## src/rtl/seq_mult4_pkg.sv

```systemverilog
// Shared constants for the sequential and array multipliers: state encodings,
// default operand width and counter sizing.
package seq_mult4_pkg;

    localparam int W_DEFAULT = 4;

    localparam logic [1:0] IDLE = 2'd0;
    localparam logic [1:0] RUN  = 2'd1;
    localparam logic [1:0] DONE = 2'd2;

    typedef logic [1:0] state_t;

    // Iteration counter width: enough to hold W-1, plus one spare bit.
    function automatic int cnt_width(input int w);
        return $clog2(w) + 1;
    endfunction

endpackage

```

## src/rtl/seq_mult4_add_row.sv

```systemverilog
// W-bit ripple adder row: a half adder in bit 0, full adders above it,
// with the final carry brought out.
module seq_mult4_add_row #(
    parameter int W = 4
) (
    input  logic [W-1:0] x,
    input  logic [W-1:0] y,
    output logic [W-1:0] sum,
    output logic         cout
);

    logic [W:1] carry;

    assign sum[0]   = x[0] ^ y[0];
    assign carry[1] = x[0] & y[0];

    for (genvar i = 1; i < W; i++) begin : g_fa
        assign sum[i]     = x[i] ^ y[i] ^ carry[i];
        assign carry[i+1] = (x[i] & y[i]) | (carry[i] & (x[i] ^ y[i]));
    end

    assign cout = carry[W];

endmodule

```

## src/rtl/seq_mult4.sv

```systemverilog
// Sequential shift-add multiplier: unsigned W x W -> 2W product in W RUN cycles,
// with valid/ready handshakes on both the operand and product sides.
module seq_mult4
    import seq_mult4_pkg::*;
#(
    parameter int W = W_DEFAULT
) (
    input  logic           clk,
    input  logic           rst_n,
    input  logic           in_valid,
    output logic           in_ready,
    input  logic [W-1:0]   a,
    input  logic [W-1:0]   b,
    output logic           out_valid,
    input  logic           out_ready,
    output logic [2*W-1:0] product,
    output logic [1:0]     dbg_state
);

    localparam int CW = cnt_width(W);
    localparam logic [CW-1:0] CNT_LAST = CW'(W - 1);

    state_t         state;
    logic [W-1:0]   mcand;
    logic [W-1:0]   acc_hi;
    logic [W-1:0]   mplr;
    logic [CW-1:0]  cnt;

    logic [W-1:0]   addend;
    logic [W-1:0]   sum;
    logic           carry;
    logic [2*W-1:0] shifted;

    assign addend = mplr[0] ? mcand : '0;

    seq_mult4_add_row #(.W(W)) u_add_row (
        .x    (acc_hi),
        .y    (addend),
        .sum  (sum),
        .cout (carry)
    );

    // The carry-out becomes the new MSB, so no bit of the partial sum is lost.
    assign shifted = {carry, sum, mplr[W-1:1]};

    // Handshakes: a transfer happens on a rising edge where valid and ready are
    // both high; ready/valid here depend only on state, never on the inputs.
    assign in_ready  = (state == IDLE);
    assign out_valid = (state == DONE);
    assign dbg_state = state;

    always_ff @(posedge clk or negedge rst_n) begin
        if (!rst_n) begin
            state   <= IDLE;
            mcand   <= '0;
            acc_hi  <= '0;
            mplr    <= '0;
            cnt     <= '0;
            product <= '0;
        end else begin
            case (state)
                IDLE: begin
                    if (in_valid) begin
                        mcand  <= a;
                        mplr   <= b;
                        acc_hi <= '0;
                        cnt    <= '0;
                        state  <= RUN;
                    end
                end
                RUN: begin
                    {acc_hi, mplr} <= shifted;
                    cnt            <= cnt + 1'b1;
                    if (cnt == CNT_LAST) begin
                        product <= shifted;
                        state   <= DONE;
                    end
                end
                DONE: begin
                    if (out_ready) begin
                        state <= IDLE;
                    end
                end
                default: state <= IDLE;
            endcase
        end
    end

endmodule
```

## config.mk

```make
export PLATFORM = sky130hd
export DESIGN_NAME = seq_mult4
export DESIGN_NICKNAME = d
export VERILOG_FILES = /design/src/rtl/seq_mult4_pkg.sv /design/src/rtl/seq_mult4_add_row.sv /design/src/rtl/seq_mult4.sv
export SDC_FILE = /design/constraint.sdc
export NUM_CORES = 1
export LEC_CHECK = 0
export CAP_MARGIN = 20
export CORE_ASPECT_RATIO = 1.1
export CORE_MARGIN = 3
export CORE_UTILIZATION = 50
export DETAILED_ROUTE_END_ITERATION = 6
export GPL_TIMING_DRIVEN = 0
export PLACE_DENSITY = 0.85
export SLEW_MARGIN = 0
export SYNTH_ARGS = -nofsm -noshare
export SYNTH_HDL_FRONTEND = slang
export SYNTH_SLANG_ARGS = --single-unit
```

## constraint.sdc

```tcl
create_clock -name clk -period 2.4 [get_ports clk]
set_input_delay 0.72 -clock clk [delete_from_list [all_inputs] [get_ports clk]]
set_output_delay 0.72 -clock clk [all_outputs]
set_load 0.03 [all_outputs]
```

Yosys cells after proc, flatten, opt, wreduce, memory -nomap -nowiden
Cells that the tools add are included.
- flip-flop bits (word level): 25
- $add $sub $neg: 1
- equal/unequal tests: 6
- multiplexer cells: 11
- bitwise operators: 17
- reductions and logical operators: 6
- operators by type and width (kind ; number):
    4-bit one-hot mux with 2 select lines ; 2
    4-bit 2-to-1 mux ; 3
    1-bit AND ; 7
    1-bit bitwise XOR ; 7
    2-bit 2-to-1 mux ; 3
    2-bit one-hot mux with 3 select lines ; 1
    3-bit one-hot mux with 2 select lines ; 1
    2-bit AND reduction ; 3
    2-bit inequality test, second input constant ; 2
    3-bit by 1-bit adder with 3-bit output, second input constant ; 1
    3-bit by 2-bit == test with 1-bit output, second input constant ; 1
    3-bit 2-to-1 mux ; 1
    1-bit OR ; 3
    3-bit AND reduction ; 1
    2-bit by 1-bit == test with 1-bit output, second input constant ; 1
    2-bit == test, second input constant ; 1
    2-bit zero test ; 1
    2-bit by 1-bit inequality test with 1-bit output, second input constant ; 1
    2-bit nonzero test ; 1

Depth between registers and ports, before layout
Gate-level depths: netlist of run 1.
- word-level depth: 9
- depth in mapped cells: 7

Hierarchy
A second synthesis of run 1 with hierarchy kept.
- cells, all modules: 97
- area, all modules: 1198.6 um^2
- modules (own cells, without submodules) (module ; times used ; cells each ; area each (um^2)):
    seq_mult4 ; 1 ; 83 ; 1088.5
    seq_mult4_add_row ; 1 ; 14 ; 110.1

Least setup slack after synthesis of run 1
Ideal clock, no wire load.
- kind: register -> register
- start: register mplr[0]
- end: register product[6]
- arrival time: 2018 ps
- data required time: 2321 ps
- setup slack: 303 ps
- stages on the path, launching flop included: 8
- period minus slack after synthesis: 2097 ps
- path through: dfrtp_1 -> and2_1 -> ha_1 -> fa_1 -> fa_1 -> inv_1 -> fa_1 -> mux2i_1
- cells in the longest elaborated chain, start to end: 7
- elaborated cells on any way between the ends: 12
- those cells by class: 1 x mux; 11 x bitwise
- ends and longest elaborated chain (element ; RTL line ; RTL):
    from (decl) ; seq_mult4.sv:26 ; logic [W-1:0] mplr;
    from (signal assigned) ; seq_mult4.sv:72 ; {acc_hi, mplr} <= shifted;
    4-bit 2-to-1 mux * ; seq_mult4.sv:34 ; assign addend = mplr[0] ? mcand : '0;
    1-bit AND / 1-bit bitwise XOR (equally long branches) ; seq_mult4_add_row.sv:15, seq_mult4_add_row.sv:19 ;
    1-bit AND ; seq_mult4_add_row.sv:19 ; assign carry[i+1] = (x[i] & y[i]) | (carry[i] & (x[i] ^ y[i]));
    1-bit OR ; seq_mult4_add_row.sv:19 ;
    1-bit AND ; seq_mult4_add_row.sv:19 ;
    1-bit OR ; seq_mult4_add_row.sv:19 ;
    1-bit bitwise XOR * ; seq_mult4_add_row.sv:18 ; assign sum[i] = x[i] ^ y[i] ^ carry[i];
    to (signal assigned) ; seq_mult4.sv:75 ; product <= shifted;
    to (decl) ; seq_mult4.sv:16 ; output logic [2*W-1:0] product,
Every way passes the cells marked *; elsewhere a longest branch is shown, timed or not.
A chain may end at the register's enable or synchronous reset.

Final worst setup path of run 1
- start: register state[0], in the netlist dbg_state[0]
- end: output out_valid
- cells in the longest elaborated chain, start to end: 1
- ends and longest elaborated chain (element ; RTL line ; RTL):
    from (decl) ; seq_mult4.sv:23 ; state_t state;
    from (signal assigned) ; seq_mult4.sv:54 ; state <= IDLE;
    from (signal assigned) ; seq_mult4.sv:68 ; state <= RUN;
    from (signal assigned) ; seq_mult4.sv:76 ; state <= DONE;
    2-bit == test ; seq_mult4.sv:49 ; assign out_valid = (state == DONE);
    to (decl) ; seq_mult4.sv:14 ; output logic out_valid,
Every way passes these cells.

==> results of run 1 <==
## state kept, by name (all words and copies together), names as in the netlist
signal / count
mcand: 4
cnt: 3
mplr: 4
product: 8
acc_hi: 4
dbg_state: 2
## path summary, 6_finish.rpt
check / endpoint / slack, ps / start
max: out_valid / 80 / dbg_state[0]
min: cnt[2] / 510 / cnt[2]
max reg2reg: product[6] / 120 / mplr[0]
min reg2reg: cnt[2] / 510 / cnt[2]
max in group asynchronous: acc_hi[1] / 1140 / rst_n
min in group asynchronous: cnt[0] / 760 / rst_n
## metal layers
layer  global-route usage  share of wire  vias up
li1                     -              -      370
met1               0.2205           0.45      402
met2               0.2677           0.51       15
met3              0.02571          0.027        2
met4              0.06934         0.0072        0
met5                    0              0        -
## synthesized netlist by cell type
cell       number  area [um^2]
a211oi_1        3        22.52
a21oi_1         1        5.000
a222oi_1        1        10.01
a22o_1          3        26.28
and2_1          3        18.77
and2b_4         1        10.01
buf_2           1        5.000
buf_4           1        7.510
buf_6           1        11.26
clkbuf_8        1        13.76
dfrtp_1        25        625.6
fa_1            3        60.06
ha_1            3        37.54
inv_1          11        41.29
mux2_2          5        56.30
mux2_4          6        90.09
mux2i_1         2        20.02
nand2_1         1        3.750
nand2b_1        3        18.77
nand3b_1        1        7.510
nor2_2          1        6.260
nor2b_1         1        6.260
nor3b_1         3        22.52
nor3b_4         1        18.77
nor4b_1         3        26.28
o21ai_0         1        5.000
o21bai_1        1        7.510
o2bb2ai_1       3        26.28
or2b_1          1        7.510
## metrics by stage
step	worst slack [ps]	utilization	area, um^2	power, mW	std cells
detailed placement	138.3	0.6529	1485	1.927	144
global route	8.206	0.6700	1524	2.228	149
global placement	183.5	0.6529	1485	1.854	144
finish	82.07	0.6700	1524	2.087	149
floorplan	303.2	-	1217	1.549	91
CTS	78.46	0.6634	1509	2.101	148
## placed cells by master (no fill, tap or decap), types with 5 or more instances in the layout
cell type         n
clkdlybuf4s50_1  21
dfrtp_1          25
inv_1            11
mux2_2            5
mux2_4            6
## logic make-up (layout without fill, tap and decap cells)
logic type	after synthesis	after routing	share of synthesized area
flip-flops	25	25	0.5139
multiplexers	13	13	0.1367
AO/OA/AOI/OAI	13	13	0.08428
AND/OR/NAND/NOR	19	19	0.1203
buffers and inverters	15	43	0.06474
adder cells (fa/ha/maj)	6	6	0.08017
## layout make-up
cell class                      instances  area (um^2)  share of cell area
Clock buffer                            4        26.28             0.01724
Inverter                               11        41.29             0.02709
Sequential cell                        25        625.6              0.4105
Multi-Input combinational cell         51        513.0              0.3366
Timing Repair Buffer                   24        242.7              0.1593
Tap cell                               30        37.54             0.02463
Buffer                                  4        37.54             0.02463
## power by group
part           total, mW  internal [mW]  switching [mW]
registers          0.762          0.618           0.143
logic               1.14          0.579           0.561
clock network      0.185         0.0648           0.120
==> impl_metrics.yaml, run 1 <==
sta:
  min_period_over_period: 0.9658
  slew_headroom: 0.6112
  slew_violations: 0
  fmax_ghz: 0.4314
  hold_viol_final: 0
  finalSetupViolCount: 0
  clock-skew-final_ps: 10.70
  rsz0062_at_grt: "no"
  timing.setup.tns_ps: 0
  period_minus_slack_ps: 2318
  fin_hold_ws_ps: 515.0
  worst-slew-pin-transition_ps: 581.3
die:
  die-area_mm2: 0.003063
  core_mm2: 0.002275
  die_h_um: 57.75
  io_pins: 24
  fp.dieW_um: 53.05
  initial_core_util: 0.5352
  rows: 18
setup_path:
  crit_buf_inv: 3
  path_delay_family: "buffers and inverters"
  crit_arrival_ps: 1600
  path_max_fanout: 10
  required_ps: 1680
  start_kind: "register"
  ff2ff_path_depth: 7
  cpPeakStageDelay_ps: 490
  critPathCaptureType: "output pin"
  path_class: "register to output pin"
  crit_chain: "buf_4 -> nand2b_1 -> inv_1 -> dlygate4sd2_1"
  crit_slowest_cell: "dfrtp_1"
  path_depth: 4
cells_and_area:
  fillerInstances: 168
  drive_gt1_frac: 0.1849
  area_delta_synth_final_pct: 25.18
  n_antenna_cell: 0
  final_nets: 138
global_route:
  grt_pass1_vias: 849
  grt_pass1_wl_um: 3822
  grt_usage: 0.1656
  grt_max_degree: 26
  gr-total-overflow: 0
  antenna_found_initial: 0
min_path:
  worstHoldPathCells: 1
  hp-class: "register to register"
clock_tree:
  post_cts_buffers: 0
  cts_buffer_depth: 2
  hold_buffers: 0
  clock-root-buffer: "clkbuf_4"
  numCtsBuffers: 3
  cts_tree: "done"
  clkLatencyLatePin_ps: 310
  h-tree-depth: 1
  cts.clk_slew.worst_paths_ps: 140
  ctsResizeCount: 2
  cts_sinks: 25
logic_synthesis:
  synth_seq_cells: 25
  syn_area_per_cell_um2: 13.38
  netlist_instances: 91
  yosysSeqAreaShare: 0.5139
  syn-num-nets: 109
  synthDistinctLibCells: 29
  yosysWarnings: 0
  syn_area_mm2: 0.001217
drt:
  route.detailed.drc: 0
  drt_iter0_drc: 11
  ant_nets: 0
  avgRoutedWirePerCell_um: 14.98
  num_vias: 789
  routed_wl_um: 2232
  first_pass_iters: 4
  viasPerCell: 5.295
placement:
  place_hpwl_um: 1653
  portBuffers: 23
  gp_congestion: 0.7569
power:
  powerDensity_mw_per_mm2: 1369
  p_leak_nw: 0.7080
  vdd_drop_max_v: 0.0007634
status:
  outcome: "completed"
flow_run:
  drv_cap: 0
(Power assumes the default switching activity.)
==> run 2, diff against run 1 <==
- CORE_MARGIN: 3 -> default
- SKIP_CTS_REPAIR_TIMING: default -> 1
==> run 2 against run 1 <==
Net effect:
- die area shrank 14%
- wire length shrank 2.5%
- register-to-register slack is essentially flat
- setup slack gained 44 ps
- clock power grew 4%
- sequential share of layout area shrank 0.57 points
- worst hold slack gained 0.80 ps
- critical path type unchanged
==> impl_metrics.yaml, run 2 (synthesis results as in run 1) <==
status:
  outcome: "completed"
cells_and_area:
  seq_area_um2: 625.6
  final_nets: 138
  largest_reg_flops: 8
  final_common_cell: "dfrtp_1"
  final_cells: 149
  area_delta_synth_final_pct: 26.93
  n_antenna_cell: 0
  drive_gt1_frac: 0.1933
  multi_input_area_um2: 513.0
  final_cell_mix: "dfrtp_1 (25), clkdlybuf4s50_1 (21), inv_1 (11)"
  fillerInstances: 166
  regMostFlops: "product"
  fin_util: 0.6793
  design_area_mm2: 0.001545
sta:
  finalWorstSetupSlack_ps: 125.8
  clock-skew-final_ps: 9.138
  finalSetupViolCount: 0
  min_period_over_period: 0.9476
  slew_headroom: 0.7768
  slew_violations: 0
  fin_hold_ws_ps: 515.8
  fmax_ghz: 0.4397
  hold_viol_final: 0
  rsz0062_at_grt: "no"
  period_minus_slack_ps: 2274
  worst-slew-pin-transition_ps: 330.2
  timing.setup.tns_ps: 0
placement:
  place_hpwl_um: 1625
  portBuffers: 23
  place_ws_ps: 128.7
  dpl_cell_area_mm2: 0.001485
  gp_congestion: 0.7790
  dpl.cell_count: 144
drt:
  viasPerCell: 5.275
  ant_nets: 0
  first_pass_iters: 4
  routed_wl_um: 2177
  avgRoutedWirePerCell_um: 14.61
  drt_iter0_drc: 15
  route.detailed.drc: 0
  num_vias: 786
global_route:
  grt_usage: 0.1844
  antenna_found_initial: 0
  gr-total-overflow: 0
  grt_max_degree: 26
  grt_pass1_wl_um: 3491
  grt_pass1_vias: 784
die:
  initial_core_util: 0.5352
  rows: 18
  io_pins: 24
  core_mm2: 0.002275
  die-area_mm2: 0.002636
  fp.dieW_um: 49.05
  die_h_um: 53.75
setup_path:
  cpPeakStageDelay_ps: 720
  crit_slowest_cell: "clkdlybuf4s50_1"
  crit_chain: "clkdlybuf4s50_1"
  crit_arrival_ps: 1550
  crit_buf_inv: 1
  start_kind: "register"
  path_class: "register to output pin"
  critPathCaptureType: "output pin"
  path_delay_family: "buffers and inverters"
  required_ps: 1680
  path_max_fanout: 7
flow_run:
  drv_cap: 0
min_path:
  hp-class: "register to register"
power:
  vdd_drop_max_v: 0.0006829
  finalPower_mw: 2.092
  p_leak_nw: 0.7385
  powerDensity_mw_per_mm2: 1354
clock_tree:
  clkLatencyLatePin_ps: 330
  numCtsBuffers: 3
  cts.clk_slew.worst_paths_ps: 140
  clock-root-buffer: "clkbuf_4"
  cts_sinks: 25
  cts_tree: "done"
  cts_buffer_depth: 2
  h-tree-depth: 1
## run 2: changes by cell type in the layout (fill, tap and decap cells not counted), sizes merged
cell	delta
clkbuf	-1
clkinv	+1
dlygate4sd2	-2
dlymetal6s2s	+2
## run 2: path summary, 6_finish.rpt
| check | from | to | slack (ps) | depth (start not counted) |
|---|---|---|---|---|
| setup / recovery | dbg_state[0] | dbg_state[0] | 130 | 1 |
| hold / removal | cnt[2] | cnt[2] | 520 | 1 |
| setup reg to reg | mplr[0] | product[6] | 130 | 7 |
| hold reg to reg | cnt[2] | cnt[2] | 520 | 1 |
| max in group asynchronous | rst_n | dbg_state[1] | 1400 | 2 |
| min in group asynchronous | rst_n | product[4] | 610 | 1 |
## run 2: final cells by class
class / instances / area share
plain buffers: 4 / 0.02429
clock buffers: 3 / 0.01457
clock inverters: 1 / 0.003239
inverters: 11 / 0.02672
multi-input cells: 51 / 0.3320
flip-flops and latches: 25 / 0.4049
well taps: 30 / 0.02429
repair buffers: 24 / 0.1700
## run 2: routing by layer
metal | part of all wire | track usage | vias up
met5 | 0 | 0 | -
met4 | 0.0046 | 0.08333 | 0
met3 | 0.030 | 0.02542 | 2
met2 | 0.52 | 0.3310 | 20
met1 | 0.44 | 0.2250 | 396
li1 | - | - | 368
## run 2: where the power goes
group	switching (mW)	internal [mW]
clock	0.131	0.0625
sequential	0.144	0.619
combinational	0.551	0.586
total	0.825	1.27
==> run 3, diff against run 2 <==
- GPL_TIMING_DRIVEN: 0 -> 1
==> run 3 against run 2 <==
Net effect:
- largest cell class unchanged
- power decreased by 0.23%
- highest routed layer unchanged
- global-route usage grew 0.45 points
- critical path type unchanged
- critical path depth unchanged
==> impl_metrics.yaml, run 3 (synthesis results as in run 1) <==
status:
  outcome: "completed"
placement:
  place_hpwl_um: 1645
  portBuffers: 23
  dpl_cell_area_mm2: 0.001478
  place_ws_ps: 169.4
  gp_congestion: 0.7672
global_route:
  use_met2: 0.3264
  gr-total-overflow: 0
  antenna_found_initial: 0
  grt_busiest_layer: "met2"
  grtUsageMet3: 0.02825
  grt_pass1_wl_um: 3691
  grt_usage: 0.1889
  use_met1: 0.2455
  grt_pass1_vias: 819
  grt_max_degree: 26
cells_and_area:
  multi_input_area_um2: 515.5
  n_antenna_cell: 0
  final_common_cell: "dfrtp_1"
  final_nets: 137
  area_delta_synth_final_pct: 24.25
  design_area_mm2: 0.001513
  drive_gt1_frac: 0.1949
  seq_area_um2: 625.6
  final_cell_mix: "dfrtp_1 (25), clkdlybuf4s50_1 (21), inv_1 (11)"
  largest_reg_flops: 8
  fin_util: 0.6650
  fillerInstances: 173
  regMostFlops: "product"
clock_tree:
  cts_tree: "done"
  clkLatencyLatePin_ps: 320
  cts_sinks: 25
  numCtsBuffers: 3
  clock-root-buffer: "clkbuf_4"
  cts.clk_slew.worst_paths_ps: 130
  h-tree-depth: 1
  cts_buffer_depth: 2
setup_path:
  timing.rr.end: "product[6]"
  crit_chain: "clkdlybuf4s50_1"
  critPathCaptureType: "output pin"
  start_kind: "register"
  ff2ff_path_depth: 7
  r2r_start: "mplr[0]"
  ff2ff_setup_slack_ps: 190
  crit_slowest_cell: "clkdlybuf4s50_1"
  crit_buf_inv: 1
  cpPeakStageDelay_ps: 720
  required_ps: 1680
  path_delay_family: "buffers and inverters"
  worstSetupStartpoint: "dbg_state[0]"
  crit_arrival_ps: 1560
  path_class: "register to output pin"
  path_max_fanout: 9
drt:
  route.detailed.drc: 0
  num_vias: 777
  routed_wl_um: 2201
  avgRoutedWirePerCell_um: 14.87
  viasPerCell: 5.250
  first_pass_iters: 4
  ant_nets: 0
  drt_iter0_drc: 23
min_path:
  hold_path_end: "acc_hi[3]"
  hp-start: "acc_hi[3]"
  hp-class: "register to register"
  worstHoldPathCells: 1
die:
  die_h_um: 53.75
  core_mm2: 0.002275
  io_pins: 24
  fp.dieW_um: 49.05
  rows: 18
  initial_core_util: 0.5352
  die-area_mm2: 0.002636
sta:
  period_minus_slack_ps: 2277
  slew_headroom: 0.5904
  rsz0062_at_grt: "no"
  worst-slew-pin-transition_ps: 612.6
  finalSetupViolCount: 0
  hold_viol_final: 0
  clock-skew-final_ps: 3.247
  min_period_over_period: 0.9486
  fmax_ghz: 0.4393
  fin_hold_ws_ps: 519.4
  slew_violations: 0
  finalWorstSetupSlack_ps: 123.4
flow_run:
  drv_cap: 0
power:
  p_leak_nw: 0.7220
  vdd_drop_max_v: 0.0006773
  powerDensity_mw_per_mm2: 1380
-- run 3: cell types whose count changed in the layout (fill, tap and decap cells not counted) --
cell | before | now
buf_16 | 1 | 0
buf_2 | 1 | 0
buf_4 | 1 | 4
buf_6 | 1 | 0
clkbuf_8 | 1 | 0
fa_1 | 3 | 2
fa_2 | 0 | 1
-- run 3: how the worst max path moves through the flow --
stage	cells after the start	end	slack, ps
CTS	3	out_valid	-60
global placement	7	product[6]	260
global route	7	product[6]	50
floorplan	7	product[6]	300
detailed placement	7	product[6]	170
finish	1	dbg_state[0]	120
-- run 3: power breakdown --
part | internal (mW) | switching [mW]
combinational | 0.579 | 0.557
sequential | 0.619 | 0.146
clock | 0.0624 | 0.124
total | 1.26 | 0.827
-- run 3: per-layer routing --
| metal | routed length, um | up-vias |
|---|---|---|
| met1 | 948 | 389 |
| met4 | 14 | 0 |
| met3 | 77 | 2 |
| met2 | 1160 | 19 |
| li1 | - | 367 |
| met5 | 0 | - |
-- run 3: stage by stage --
| stage | std cells | total power [mW] | setup TNS (ps) |
|---|---|---|---|
| 6_report | 148 | 2.087 | 0 |
| 5_1_grt | 148 | 2.240 | 0 |
| 4_1_cts | 148 | 2.100 | -55.55 |
| 3_5_place_dp | 144 | 1.910 | 0 |
| 3_3_place_gp | 144 | 1.841 | 0 |
| 2_1_floorplan | 91 | 1.549 | 0 |
-- run 3: area by class of cell --
class / count / share of cell area
Clock buffer: 3 / 0.01489
Clock inverter: 1 / 0.003309
Inverter: 11 / 0.02730
Multi-Input combinational cell: 51 / 0.3408
Sequential cell: 25 / 0.4136
Tap cell: 30 / 0.02481
Timing Repair Buffer: 27 / 0.1754
